[config.mk]
export PLATFORM = sky130hd
export DESIGN_NAME = pipeline_control_unit
export DESIGN_NICKNAME = d
export VERILOG_FILES = /design/src/rtl/pipeline_control_unit.sv
export SDC_FILE = /design/constraint.sdc
export NUM_CORES = 1
export LEC_CHECK = 0
export CORE_ASPECT_RATIO = 0.6
export CORE_MARGIN = 1
export CORE_UTILIZATION = 25
export DETAILED_ROUTE_END_ITERATION = 16
export SLEW_MARGIN = 20
export SYNTH_ARGS = -nofsm -noshare
export SYNTH_HDL_FRONTEND = slang
export SYNTH_SLANG_ARGS = --single-unit
[constraint.sdc]
create_clock -name CLK -period 1.9 [get_ports CLK]
set_input_delay 0.38 -clock CLK [delete_from_list [all_inputs] [get_ports CLK]]
set_output_delay 0.38 -clock CLK [all_outputs]
set_load 0.05 [all_outputs]
[src/rtl/pipeline_control_unit.sv]
// rtl/pipeline_control_unit.sv - decode plus DEPTH-stage control pipeline with memory hold and halt tracking
// Optional: define LOAD_USE_STALL_EN to insert a bubble when an instruction consumes the register a stage-1 load writes.
module pipeline_control_unit #(
    parameter int DEPTH     = 3,
    parameter int MEM_STAGE = 2
) (
    input  logic        CLK,
    input  logic        nRST,
    input  logic [31:0] inst,
    input  logic        ihit,
    input  logic        dhit,
    input  logic        flush,
    output logic [4:0]  rs,
    output logic [4:0]  rt,
    output logic [15:0] imm,
    output logic [3:0]  ex_aluop,
    output logic [1:0]  ex_alusrc,
    output logic        dREN,
    output logic        dWEN,
    output logic        wb_wen,
    output logic [4:0]  wb_reg,
    output logic        wb_memtoreg,
    output logic        stall,
    output logic        imemREN,
    output logic        halt
);
    typedef struct packed {
        logic       wen;
        logic [4:0] wreg;
        logic       memtoreg;
        logic       dren;
        logic       dwen;
        logic       halt;
    } bundle_t;

    localparam logic [5:0] OP_RTYPE = 6'h00, OP_JAL = 6'h03, OP_BEQ = 6'h04, OP_BNE = 6'h05;
    localparam logic [5:0] OP_ADDIU = 6'h09, OP_SLTI = 6'h0A, OP_SLTIU = 6'h0B, OP_ANDI = 6'h0C;
    localparam logic [5:0] OP_ORI = 6'h0D, OP_XORI = 6'h0E, OP_LUI = 6'h0F, OP_LW = 6'h23;
    localparam logic [5:0] OP_SW = 6'h2B, OP_HALT = 6'h3F;

    localparam logic [3:0] ALU_NOP = 4'd0, ALU_ADD = 4'd1, ALU_SUB = 4'd2, ALU_AND = 4'd3;
    localparam logic [3:0] ALU_OR = 4'd4, ALU_XOR = 4'd5, ALU_NOR = 4'd6, ALU_SLT = 4'd7;
    localparam logic [3:0] ALU_SLTU = 4'd8, ALU_SLL = 4'd9, ALU_SRL = 4'd10, ALU_LUI = 4'd11;

    localparam logic [1:0] SRC_RT = 2'd0, SRC_SEXT = 2'd1, SRC_ZEXT = 2'd2, SRC_SHAMT = 2'd3;

    bundle_t    stage_q [DEPTH];
    bundle_t    stage_d [DEPTH];
    bundle_t    dec;
    logic [3:0] dec_aluop, ex_aluop_q, ex_aluop_d;
    logic [1:0] dec_alusrc, ex_alusrc_q, ex_alusrc_d;
    logic       halt_pending_q, halt_pending_d;
    logic       halt_q, halt_d;
    logic       mem_busy, load_use, accept;
    logic [5:0] opcode, funct;

    assign opcode = inst[31:26];
    assign funct  = inst[5:0];
    assign rs     = inst[25:21];
    assign rt     = inst[20:16];
    assign imm    = inst[15:0];

    always_comb begin
        dec        = '0;
        dec_aluop  = ALU_NOP;
        dec_alusrc = SRC_RT;
        case (opcode)
            OP_RTYPE: begin
                dec.wen  = 1'b1;
                dec.wreg = inst[15:11];
                case (funct)
                    6'h21:   dec_aluop = ALU_ADD;
                    6'h23:   dec_aluop = ALU_SUB;
                    6'h24:   dec_aluop = ALU_AND;
                    6'h25:   dec_aluop = ALU_OR;
                    6'h26:   dec_aluop = ALU_XOR;
                    6'h27:   dec_aluop = ALU_NOR;
                    6'h2A:   dec_aluop = ALU_SLT;
                    6'h2B:   dec_aluop = ALU_SLTU;
                    6'h00:   begin dec_aluop = ALU_SLL; dec_alusrc = SRC_SHAMT; end
                    6'h02:   begin dec_aluop = ALU_SRL; dec_alusrc = SRC_SHAMT; end
                    // JR and unknown functs carry no writeback; JR is resolved outside this block
                    default: begin dec.wen = 1'b0; dec.wreg = 5'd0; end
                endcase
            end
            OP_ADDIU: begin dec.wen = 1'b1; dec.wreg = inst[20:16]; dec_aluop = ALU_ADD;  dec_alusrc = SRC_SEXT; end
            OP_SLTI:  begin dec.wen = 1'b1; dec.wreg = inst[20:16]; dec_aluop = ALU_SLT;  dec_alusrc = SRC_SEXT; end
            OP_SLTIU: begin dec.wen = 1'b1; dec.wreg = inst[20:16]; dec_aluop = ALU_SLTU; dec_alusrc = SRC_SEXT; end
            OP_ANDI:  begin dec.wen = 1'b1; dec.wreg = inst[20:16]; dec_aluop = ALU_AND;  dec_alusrc = SRC_ZEXT; end
            OP_ORI:   begin dec.wen = 1'b1; dec.wreg = inst[20:16]; dec_aluop = ALU_OR;   dec_alusrc = SRC_ZEXT; end
            OP_XORI:  begin dec.wen = 1'b1; dec.wreg = inst[20:16]; dec_aluop = ALU_XOR;  dec_alusrc = SRC_ZEXT; end
            OP_LUI:   begin dec.wen = 1'b1; dec.wreg = inst[20:16]; dec_aluop = ALU_LUI;  dec_alusrc = SRC_ZEXT; end
            OP_LW: begin
                dec.wen      = 1'b1;
                dec.wreg     = inst[20:16];
                dec.memtoreg = 1'b1;
                dec.dren     = 1'b1;
                dec_aluop    = ALU_ADD;
                dec_alusrc   = SRC_SEXT;
            end
            OP_SW:         begin dec.dwen = 1'b1; dec_aluop = ALU_ADD; dec_alusrc = SRC_SEXT; end
            OP_BEQ, OP_BNE: dec_aluop = ALU_SUB;
            OP_JAL:        begin dec.wen = 1'b1; dec.wreg = 5'd31; end
            OP_HALT:       dec.halt = 1'b1;
            default:       dec = '0;
        endcase
        if (dec.wreg == 5'd0) begin
            dec.wen = 1'b0;
        end
    end

    assign mem_busy = (stage_q[MEM_STAGE-1].dren | stage_q[MEM_STAGE-1].dwen) & ~dhit;

`ifdef LOAD_USE_STALL_EN
    assign load_use = stage_q[0].dren & (stage_q[0].wreg != 5'd0)
                    & ((stage_q[0].wreg == inst[25:21]) | (stage_q[0].wreg == inst[20:16]));
`else
    assign load_use = 1'b0;
`endif

    // Once a HALT is in flight, nothing further is admitted into stage 1
    assign accept = ihit & ~flush & ~load_use & ~halt_pending_q;

    always_comb begin
        stage_d        = stage_q;
        ex_aluop_d     = ex_aluop_q;
        ex_alusrc_d    = ex_alusrc_q;
        halt_pending_d = halt_pending_q;
        halt_d         = halt_q | stage_q[DEPTH-1].halt;
        if (!mem_busy) begin
            for (int k = 1; k < DEPTH; k++) begin
                stage_d[k] = stage_q[k-1];
            end
            stage_d[0]     = accept ? dec : '0;
            ex_aluop_d     = accept ? dec_aluop : ALU_NOP;
            ex_alusrc_d    = accept ? dec_alusrc : SRC_RT;
            halt_pending_d = halt_pending_q | (accept & dec.halt);
        end
    end

    always_ff @(posedge CLK or negedge nRST) begin
        if (!nRST) begin
            for (int k = 0; k < DEPTH; k++) begin
                stage_q[k] <= '0;
            end
            ex_aluop_q     <= ALU_NOP;
            ex_alusrc_q    <= SRC_RT;
            halt_pending_q <= 1'b0;
            halt_q         <= 1'b0;
        end else begin
            for (int k = 0; k < DEPTH; k++) begin
                stage_q[k] <= stage_d[k];
            end
            ex_aluop_q     <= ex_aluop_d;
            ex_alusrc_q    <= ex_alusrc_d;
            halt_pending_q <= halt_pending_d;
            halt_q         <= halt_d;
        end
    end

    assign ex_aluop    = ex_aluop_q;
    assign ex_alusrc   = ex_alusrc_q;
    assign dREN        = stage_q[MEM_STAGE-1].dren;
    assign dWEN        = stage_q[MEM_STAGE-1].dwen;
    assign wb_wen      = stage_q[DEPTH-1].wen;
    assign wb_reg      = stage_q[DEPTH-1].wreg;
    assign wb_memtoreg = stage_q[DEPTH-1].memtoreg;
    assign stall       = mem_busy | ~ihit | load_use;
    assign imemREN     = ~halt_pending_q;
    assign halt        = halt_q;
endmodule

# Yosys cells after proc, flatten, opt, wreduce, memory -nomap -nowiden

Cells that the tools add are included.

Output and inout bits: 44
Register bits after elaboration: 36
Logic and storage cells: 77
Input bits: 37

Reduce and logical (&&, ||, !) cells: 10
Equality and inequality tests: 22
Muxes and demuxes: 13
Bitwise logic cells: 12

Operator list:

| operator                                                              | number |
|---|---|
| 6-bit equality test, second input constant                            | 11 |
| 6-bit by 4-bit equality test with 1-bit output, second input constant | 7 |
| 4-bit one-hot mux with 10 select lines                                | 1 |
| 4-bit one-hot mux with 9 select lines                                 | 1 |
| 6-bit one-hot mux with 3 select lines                                 | 1 |
| 6-bit by 2-bit equality test with 1-bit output, second input constant | 2 |
| 6-bit by 3-bit equality test with 1-bit output, second input constant | 2 |
| 6-bit zero test                                                       | 2 |
| 10-bit two-way mux                                                    | 1 |
| 10-bit OR reduction                                                   | 1 |
| 8-bit OR reduction                                                    | 1 |
| 2-bit two-way mux                                                     | 3 |
| 6-bit two-way mux                                                     | 1 |
| 2-bit one-hot mux with 3 select lines                                 | 1 |
| 5-bit zero test                                                       | 1 |
| 5-bit OR reduction                                                    | 1 |
| 1-bit bitwise AND                                                     | 4 |
| 4-bit two-way mux                                                     | 1 |
| 1-bit NOT                                                             | 4 |
| 1-bit OR                                                              | 4 |
| 2-bit OR reduction                                                    | 2 |
| 4-bit OR reduction                                                    | 1 |
| 1-bit two-way mux                                                     | 3 |
| 3-bit OR reduction                                                    | 1 |

# Logic depth before layout (Yosys ltp)

Gate-level depths: netlist (run 1).

Depth in word-level cells: 7
Mapped depth: 7
Gate-level depth less buffers: 5

# Least setup slack after synthesis (run 1)

No wires, ideal clock.

Path type: reg2out
Start: reg stage_q[13] (netlist name)
End: out stall
Data arrival time: 1.739 ns
Path slack: -0.219 ns
Required time: 1.520 ns
Cell stages (with the launch flop): 5
Path buffers: 2
Cell sequence: dfrtp_1 -> o21bai_1 -> clkbuf_1 -> buf_1 -> nand2_1

RTL lines:

| element   | RTL line | RTL |
|---|---|---|
| to (decl) | 23       | `output logic stall,` |

# Final worst setup path (run 1)

Start: in dhit
End: out stall

Longest elaborated chain between the ends: 3

Ends and longest elaborated chain:

| element           | RTL line | RTL |
|---|---|---|
| from (decl)       | 11       | `input logic dhit,` |
| 1-bit NOT         | 112      | `assign mem_busy = (stage_q[MEM_STAGE-1].dren \| stage_q[MEM_STAGE-1].dwen) & ~dhit;` |
| 1-bit bitwise AND | 112      |  |
| 1-bit OR          | 168      | `assign stall = mem_busy \| ~ihit \| load_use;` |

Every way passes these cells.

==> results of run 1 <==
## repair_timing
action                                  4_1_cts  5_1_grt
hold endpoints to repair                      0        0
cloned                                        0        0
gates resized for setup                       2        7
pin swaps                                     2        4
endpoints found under the setup margin        2        7
## synthesized netlist by cell type (2+ instances only)
cell / n
a21o_1: 4
a21oi_1: 12
a221o_1: 7
a22o_1: 4
a22oi_1: 2
a31oi_1: 2
buf_2: 3
buf_4: 31
buf_6: 3
clkbuf_1: 8
dfrtp_1: 34
inv_1: 3
mux2_2: 2
nand2_1: 62
nand2b_1: 4
nand3_1: 9
nand4b_1: 2
nor2_1: 13
nor2b_1: 2
nor3_1: 5
nor4_1: 2
o21ai_0: 6
o22ai_1: 2
o31ai_1: 4
o32ai_1: 2
or2_2: 2
or3_1: 3
or4_1: 2
## per-layer routing
layer	global-route usage	part of all wire	up-vias
met2	0.181	0.39	60
met3	0.0305	0.063	6
met1	0.214	0.54	873
li1	-	-	964
met5	0	0	-
met4	0.0508	0.0064	0
## cell type report
type | instances | area [um^2]
Clock inverter | 3 | 40.0
Tap cell | 108 | 135
Timing Repair Buffer | 102 | 1060
Clock buffer | 5 | 125
Multi-Input combinational cell | 166 | 956
Sequential cell | 34 | 852
Fill cell | 829 | 4830
Inverter | 3 | 11.3
## per-stage QoR
| step | hold slack, ps | total power [mW] | utilization | setup TNS, ps |
|---|---|---|---|---|
| 4_1_cts | 464 | 2.14 | 0.394 | 0 |
| 6_report | 461 | 2.13 | 0.397 | 0 |
| 5_1_grt | 476 | 2.22 | 0.397 | 0 |
| 3_3_place_gp | 448 | 1.22 | 0.374 | -1800 |
| 3_5_place_dp | 452 | 1.22 | 0.374 | -2390 |
| 2_1_floorplan | 84.4 | 1.04 | - | 0 |
## critical path: stages
cell and delay [ps]:
clkdlybuf4s50_1 480, o21bai_2 130, buf_6 200, nand2_2 100, buf_12 150
## worst paths after layout
check	from	cells past startpoint	endpoint	slack, ps
max in group asynchronous	nRST	2	stage_q[13]$_DFFE_PN0N_	1250
worst min-delay path	nRST	2	wb_memtoreg$_DFFE_PN0N_	460
worst max register to register	dWEN$_DFFE_PN0N_	5	ex_aluop[1]$_DFFE_PN0N_	190
worst max-delay path	dhit	5	stall	70
worst min register to register	stage_q[0]$_DFFE_PN0N_	2	stage_q[0]$_DFFE_PN0N_	460
min in group CLK	stage_q[0]$_DFFE_PN0N_	2	stage_q[0]$_DFFE_PN0N_	460
## cell usage in the layout, fill, tap and decap left out, types with 2 or more instances in the layout
cell	synthesis	layout
nand4b_1	2	2
dfrtp_1	34	33
a21oi_1	12	12
or3_1	3	3
clkinv_2	0	2
nand2_1	62	61
nand3_1	9	9
nor2_1	13	12
clkdlybuf4s50_1	0	24
o31ai_1	4	4
buf_4	31	57
a31oi_1	2	2
a22o_1	4	4
o21ai_0	6	6
mux2_2	2	2
nand2b_1	4	3
nand2_2	1	2
a22oi_1	2	2
o32ai_1	2	2
buf_12	0	18
nor3_1	5	5
inv_1	3	3
nor2b_1	2	2
a221o_1	7	7
a21o_1	4	4
clkbuf_16	0	5
o22ai_1	2	2
or2_2	2	2
## power groups by stage
| stage | Combinational [mW] | Clock [mW] | Sequential (mW) |
|---|---|---|---|
| after CTS | 0.468 | 0.931 | 0.743 |
| after global routing | 0.502 | 0.970 | 0.745 |
| final | 0.472 | 0.919 | 0.743 |
| after detailed placement | 0.468 | 0 | 0.756 |
| after floorplan | 0.276 | 0 | 0.767 |
| after global placement | 0.463 | 0 | 0.756 |
## cell families (layout without fill, tap and decap cells)
family,Yosys count,count (layout),share of synthesized area
muxes,2,2,0.0107
and+or+nand+nor,112,112,0.246
AOI/OAI and AO/OA,51,51,0.179
buffers and inverters,49,113,0.155
DFF,34,34,0.405
xor gates and xnor gates,1,1,0.00417
==> summary.txt, run 1 <==
Clock sink count: 34
Post-route insts no fill: 421
Combinational group share of total power: 0.221
Hpwl dp: 4.52 mm
Area delta synth->final: 51.3%
Dominant synthesized flop cell: dfrtp_1
Max reg flops: 18
Worst Hold Class: in -> async
Layout cells sized above 1: 0.319
Mean area per synthesized cell: 8.44 um^2
Pre-CTS WS: -291 ps
Post-CTS Setup Bufs: 0
Initial antenna violation count: 0
Total I/O pin count: 81
DP Area: 2990 um^2
CTS Hold Bufs: 0
Synth top area share: 0.405
First DRT Iteration DRCs: 178
H-tree depth: 2
Routed wire length: 5.65 mm
Critical path class: in -> out
DP Cell Count: 414
Setup WS post-layout: 73.0 ps
DRC Markers: 0
Global-route wire length before repair: 9.39 mm
Detail Route Antenna Nets: 0
Worst Skew: 3.09 ps
Critical path arrival: 1450 ps
Min cycle time layout: 1830 ps
Initial Util: 0.263
Max Buffers Root-to-Sink: 2
CP endpoint kind: output port
FMAX: 547 MHz
Number of CTS-inserted buffers: 5
Die W: 120 um
Die Area: 8790 um^2
GPL Wtd Cong: 0.819
Top post-synthesis cells by area: dfrtp_1 (40%), buf_4 (11%), nand2_1 (11%)
Worst setup SP type: primary input
RSZ-0062 raised after global routing: no
Largest net degree at the start of global routing: 35
DR WL/cell: 13.4 um
IO buf count: 60
Fin crit share: 0.962
Critical Path RT: 1520 ps
Post-Syn Area: 2100 um^2
PwrDens: 671 nW/um^2
Antenna diode count: 0
Worst slew margin: 0.681
Synth warn: 0
Outcome: finished clean
Sw Pwr: 0.561 mW
Vias: 1903
Final nets: 349
Core Region: 8010 um^2
Clock transition at path regs: 50 ps
Worst-margin pin slew: 478 ps
Number of flops mapped to enable cells by yosys: 0
Vias in the first global route: 1814
Slew Limit Fails: 0
Pint: 1.57 mW
Worst-path maximum fanout: 19
Hold Vio Cnt, Final: 0
Synth area leader: dfrtp_1
Synthesized instance count: 249
Register area share after synthesis: 0.405
Worst skew pair latency: 280 ps
Sw frac: 0.263
VDD IR max: 0.000312 V
Root Driver: clkbuf_16
CTS tree: done
Final instance area: 3180 um^2
Avg Vias per Cell: 4.52
Sequential share of power: 0.348
Global Route Usage Sum: 0.138
Clock power share: 0.431
Drt first pass iters: 4
Maxcap violations: 0
Die extent in y: 73.0 um
Synth Register Bits: 34
# setup viols final: 0
Leak: 1.54 nW
Cell Rows: 25
Syn nets: 286
Gr ovfl total: 0
Synth unique cells: 42
Asr flop ratio synth: 1.00
No activity file was read; power rests on OpenSTA's default activity.
==> inputs of run 2 (changes only) <==
--- a/config.mk
+++ b/config.mk
@@ -7,8 +7,10 @@
 export LEC_CHECK = 0
 export CORE_ASPECT_RATIO = 0.6
 export CORE_MARGIN = 1
-export CORE_UTILIZATION = 25
+export CORE_UTILIZATION = 40
 export DETAILED_ROUTE_END_ITERATION = 16
+export PLACE_DENSITY = 0.74
+export SKIP_CTS_REPAIR_TIMING = 1
 export SLEW_MARGIN = 20
 export SYNTH_ARGS = -nofsm -noshare
 export SYNTH_HDL_FRONTEND = slang
==> summary.txt, run 2 (synthesis results as in run 1) <==
VDD IR max: 0.000338 V (+8.3%)
Critical path class: in -> reg
Initial antenna violation count: 0 (unchanged)
Worst Hold Depth: 4
Worst-margin pin slew: 497 ps (+18.7 ps)
Largest net degree at the start of global routing: 35 (unchanged)
Fin crit share: 0.974 (+0.0128)
Worst skew pair latency: 290 ps (about the same)
Worst slew margin: 0.668 (-0.0132)
GPL Wtd Cong: 0.910 (+11%)
Leak: 1.57 nW (+1.6%)
FMAX: 540 MHz (-1.3%)
Outcome: finished clean
Total I/O pin count: 81 (unchanged)
R2R cell count: 5 (unchanged)
Sw frac: 0.270 (+0.00766)
Critical path arrival: 2070 ps (+620 ps)
Hold Vio Cnt, Final: 0 (unchanged)
Slowest CP cell: or4_4
Global-route wire length before repair: 8.97 mm (-4.5%)
Reg-to-Reg End: ex_aluop[1]$_DFFE_PN0N_
Worst r2r src: dWEN$_DFFE_PN0N_
IO buf count: 60 (unchanged)
Routed wire length: 5.57 mm (-1.5%)
Vias: 1974 (+3.7%)
Max Buffers Root-to-Sink: 2 (unchanged)
DR WL/cell: 14.4 um (+7.2%)
Die Area: 5560 um^2 (-37%)
R2r setup slk: 200 ps (about the same)
Clock power share: 0.359 (-0.072)
Post-route insts no fill: 387 (-8.1%)
Number of CTS-inserted buffers: 5 (unchanged)
Core Region: 5050 um^2 (-37%)
Sw Pwr: 0.517 mW (-7.8%)
Detail Route Antenna Nets: 0 (unchanged)
Critical Path RT: 2120 ps (+600 ps)
Final nets: 357 (+2.3%)
Buf/Inv on CP: 1 (-2)
Hpwl dp: 4.28 mm (-5.4%)
Clock sink count: 34 (unchanged)
Initial Util: 0.416 (+0.153)
Min-Delay Endpoint: wb_memtoreg$_DFFE_PN0N_
Slew Limit Fails: 0 (unchanged)
Area delta synth->final: 52.0%
Pint: 1.40 mW (-11%)
Sequential share of power: 0.388 (+0.040)
Gr ovfl total: 0 (unchanged)
Antenna diode count: 0 (unchanged)
Setup TNS: 0 ps (unchanged)
Global Route Usage Sum: 0.215 (+0.0767)
Avg Vias per Cell: 5.10 (+13%)
Crit. Startpoint: inst[0]
DP Cell Count: 379 (-8.5%)
Worst-path maximum fanout: 8 (-11)
Hold Slack: 452 ps (-9.17 ps)
Worst Skew: 9.73 ps (+6.64 ps)
CTS tree: done
Root Driver: clkbuf_8
CP endpoint kind: flop
Worst setup SP type: primary input
Cell Rows: 20 (-20%)
Min cycle time layout: 1850 ps (+24.2 ps)
PwrDens: 599 nW/um^2 (-11%)
Hold path startpoint: dhit
Commonest cells after routing, fill and taps aside: nand2_1 (61), buf_4 (55), dfrtp_1 (33)
H-tree depth: 2 (unchanged)
Die extent in y: 58.2 um (-20%)
Die W: 95.6 um (-21%)
Drt first pass iters: 4 (unchanged)
# setup viols final: 0 (unchanged)
Crit-path cells: clkdlybuf4s50_1 > or4_4 > o211ai_4 > nor3b_4 > a221o_1
First DRT Iteration DRCs: 140 (-21%)
Most common cell after layout, fill and taps aside: nand2_1
Combinational group share of total power: 0.253 (+0.032)
Critical Path Max Stage Delay: 590 ps (+110 ps)
Vias in the first global route: 1810 (-0.22%)
Maxcap violations: 0 (unchanged)
Worst Hold Class: in -> reg
Layout cells sized above 1: 0.302 (-0.0173)
Clock transition at path regs: 70 ps (+20 ps)
DRC Markers: 0 (unchanged)
Max reg flops: 18 (unchanged)
Top Family by Delay on Critical Path: simple AND/OR/NAND/NOR gates
run 2: worst max-delay path by stage:
stage,slack [ps],end,cells after the start
floorplan,5,stall,4
global placement,-230,ex_aluop[1]$_DFFE_PN0N_,6
detailed placement,-260,ex_aluop[2]$_DFFE_PN0N_,6
CTS,-60,stall,6
global route,-10,ex_aluop[1]$_DFFE_PN0N_,5
finish,50,ex_aluop[1]$_DFFE_PN0N_,5
run 2: area by class of cell:
| cell class | count | area (um^2) |
|---|---|---|
| fillers | 431 | 1860 |
| repair buffers | 110 | 1160 |
| multi-input cells | 166 | 968 |
| flip-flops and latches | 34 | 852 |
| clock buffers | 7 | 86.3 |
| well taps | 66 | 82.6 |
| clock inverters | 1 | 30.0 |
| inverters | 3 | 11.3 |
run 2: tightest hold or removal path, stage by stage:
cell            delay, ps
dlymetal6s2s_1        100
buf_4                 120
nand2_1                50
nand2_1                60
run 2: per-stage QoR:
stage / setup WS, ps / cell area (um^2) / utilization / power (mW)
after floorplan: 4.89 / 2110 / - / 1.04
after global placement: -235 / 3010 / 0.596 / 1.23
after detailed placement: -261 / 3010 / 0.596 / 1.23
after CTS: -64.0 / 3130 / 0.619 / 1.92
after global routing: -12.2 / 3190 / 0.632 / 1.99
final: 48.8 / 3190 / 0.632 / 1.91
run 2: power by group through the flow:
stage | Sequential (mW) | Clock, mW | Combinational (mW)
after floorplan | 0.767 | 0 | 0.276
after global placement | 0.755 | 0 | 0.473
after detailed placement | 0.756 | 0 | 0.474
after CTS | 0.743 | 0.703 | 0.475
after global routing | 0.744 | 0.729 | 0.516
final | 0.742 | 0.687 | 0.484
run 2: routing by layer:
layer | vias up | global-route usage | wire length (um)
met5 | - | 0 | 0
met4 | 0 | 0.0512 | 29
met3 | 5 | 0.0630 | 444
met2 | 92 | 0.294 | 2330
met1 | 900 | 0.328 | 2760
li1 | 977 | - | -
==> inputs of run 3 (changes only) <==
--- a/config.mk
+++ b/config.mk
@@ -8,8 +8,10 @@
 export CORE_ASPECT_RATIO = 0.6
 export CORE_MARGIN = 1
 export CORE_UTILIZATION = 40
+export CTS_CLUSTER_DIAMETER = 80
 export DETAILED_ROUTE_END_ITERATION = 16
 export PLACE_DENSITY = 0.74
+export REMOVE_ABC_BUFFERS = 1
 export SKIP_CTS_REPAIR_TIMING = 1
 export SLEW_MARGIN = 20
 export SYNTH_ARGS = -nofsm -noshare
==> summary.txt, run 3 (synthesis results as in run 1) <==
Root Driver: clkbuf_8
Critical path arrival: 1510 ps (-560 ps)
FF+latch area: 851 um^2 (-0.15%)
Leak: 1.53 nW (-2.1%)
Hold Slack: 466 ps (+14.7 ps)
Slew Limit Fails: 0 (unchanged)
Max reg flops: 18 (unchanged)
Cell Rows: 20 (unchanged)
H-tree depth: 2 (unchanged)
Die W: 95.6 um (unchanged)
Final instance area: 3140 um^2 (-1.8%)
Fin crit share: 0.996 (+0.0214)
Worst Skew: 7.00 ps (-2.73 ps)
Most common cell after layout, fill and taps aside: nand2_1
Hold path startpoint: stage_q[17]$_DFFE_PN0N_
GPL Wtd Cong: 0.896 (-1.6%)
Vias in the first global route: 1881 (+3.9%)
Routing usage on met2: 0.308 (+0.0143)
Crit. Startpoint: dhit
Total I/O pin count: 81 (unchanged)
Global Route Usage Sum: 0.217 (+0.00216)
Pre-CTS WS: -264 ps (-3.37 ps)
Worst-path maximum fanout: 5 (-3)
Setup TNS: 0 ps (unchanged)
FMAX: 529 MHz (-2.1%)
Fin util: 0.620 (-0.0116)
CP endpoint kind: output port
Largest net degree at the start of global routing: 35 (unchanged)
Final nets: 352 (-1.4%)
VDD IR max: 0.000279 V (-17%)
Hpwl dp: 4.38 mm (+2.3%)
Worst r2r src: dWEN$_DFFE_PN0N_
Worst setup SP type: primary input
Clock sink count: 34 (unchanged)
DRC Markers: 0 (unchanged)
CTS tree: done
Routed wire length: 5.64 mm (+1.3%)
Maxcap violations: 0 (unchanged)
Antenna diode count: 0 (unchanged)
IO buf count: 60 (unchanged)
Busiest metal layer after global routing: met1
Layout cells sized above 1: 0.294 (-0.00788)
Drt first pass iters: 4 (unchanged)
Number of CTS-inserted buffers: 5 (unchanged)
Hold Vio Cnt, Final: 0 (unchanged)
DR WL/cell: 14.8 um (+2.7%)
Die extent in y: 58.2 um (unchanged)
Detail Route Antenna Nets: 0 (unchanged)
DP Area: 2960 um^2 (-1.8%)
Setup WS post-layout: 8.10 ps (-40.7 ps)
Worst Hold Class: reg -> reg
# setup viols final: 0 (unchanged)
Area delta synth->final: 49.2%
Clock transition at path regs: 70 ps (about the same)
Gr ovfl total: 0 (unchanged)
Initial antenna violation count: 0 (unchanged)
GR Util met1: 0.316 (-0.0115)
Commonest cells after routing, fill and taps aside: nand2_1 (62), buf_4 (54), dfrtp_1 (34)
Outcome: finished clean
Worst slew margin: 0.671 (+0.00379)
Vias: 1986 (+0.61%)
Area occupied by multi-input gates: 951 um^2 (-1.8%)
Worst skew pair latency: 300 ps (about the same)
Met3 usage: 0.0696 (+0.00656)
Min cycle time layout: 1890 ps (+40.7 ps)
Die Area: 5560 um^2 (unchanged)
Critical Path RT: 1520 ps (-600 ps)
Critical path class: in -> out
First DRT Iteration DRCs: 147 (+5.0%)
Initial Util: 0.416 (unchanged)
Max Buffers Root-to-Sink: 2 (unchanged)
Avg Vias per Cell: 5.20 (+1.9%)
PwrDens: 651 nW/um^2 (+8.8%)
Global-route wire length before repair: 9.09 mm (+1.3%)
Filler cell count: 436 (+1.2%)
Worst-margin pin slew: 491 ps (-5.66 ps)
Core Region: 5050 um^2 (unchanged)
-- run 3: final timing paths --
| path | endpoint | slack, ps | cells past startpoint |
|---|---|---|---|
| max | stall | 8 | 5 |
| min reg2reg | stage_q[17]$_DFFE_PN0N_ | 470 | 2 |
| min | stage_q[17]$_DFFE_PN0N_ | 470 | 2 |
| min in group asynchronous | ex_aluop[1]$_DFFE_PN0N_ | 480 | 2 |
| max reg2reg | ex_aluop[0]$_DFFE_PN0N_ | 220 | 5 |
| max in group asynchronous | dWEN$_DFFE_PN0N_ | 1110 | 2 |
-- run 3: layout make-up --
cell class	instances	area share
well taps	66	0.0263
clock inverters	3	0.0219
clock buffers	5	0.0219
flip-flops and latches	34	0.271
inverters	3	0.00359
multi-input cells	166	0.303
repair buffers	105	0.352
-- run 3: worst max-delay path, stage by stage --
cell and delay, ps:
clkdlybuf4s50_1 480, o21bai_2 170, buf_4 210, nand2_1 100
buf_12 170
-- run 3: per-layer routing --
metal / part of all wire / routed length (um)
met1: 0.47 / 2640
met2: 0.41 / 2330
met3: 0.11 / 610
met4: 0.012 / 65
met5: 0 / 0
-- run 3: report_power, final --
group	switching [mW]	internal (mW)	total (mW)	leakage, nW
logic	0.249	0.222	0.471	0.993
clock network	0.304	0.526	0.830	0.0683
registers	0.00654	0.734	0.741	0.472
total	0.559	1.48	2.04	1.53
-- run 3: per-stage QoR --
| step | power (mW) | instances |
|---|---|---|
| after floorplan | 0.867 | 203 |
| after global placement | 1.21 | 373 |
| after detailed placement | 1.22 | 373 |
| after CTS | 2.04 | 381 |
| after global routing | 2.11 | 382 |
| final | 2.04 | 382 |
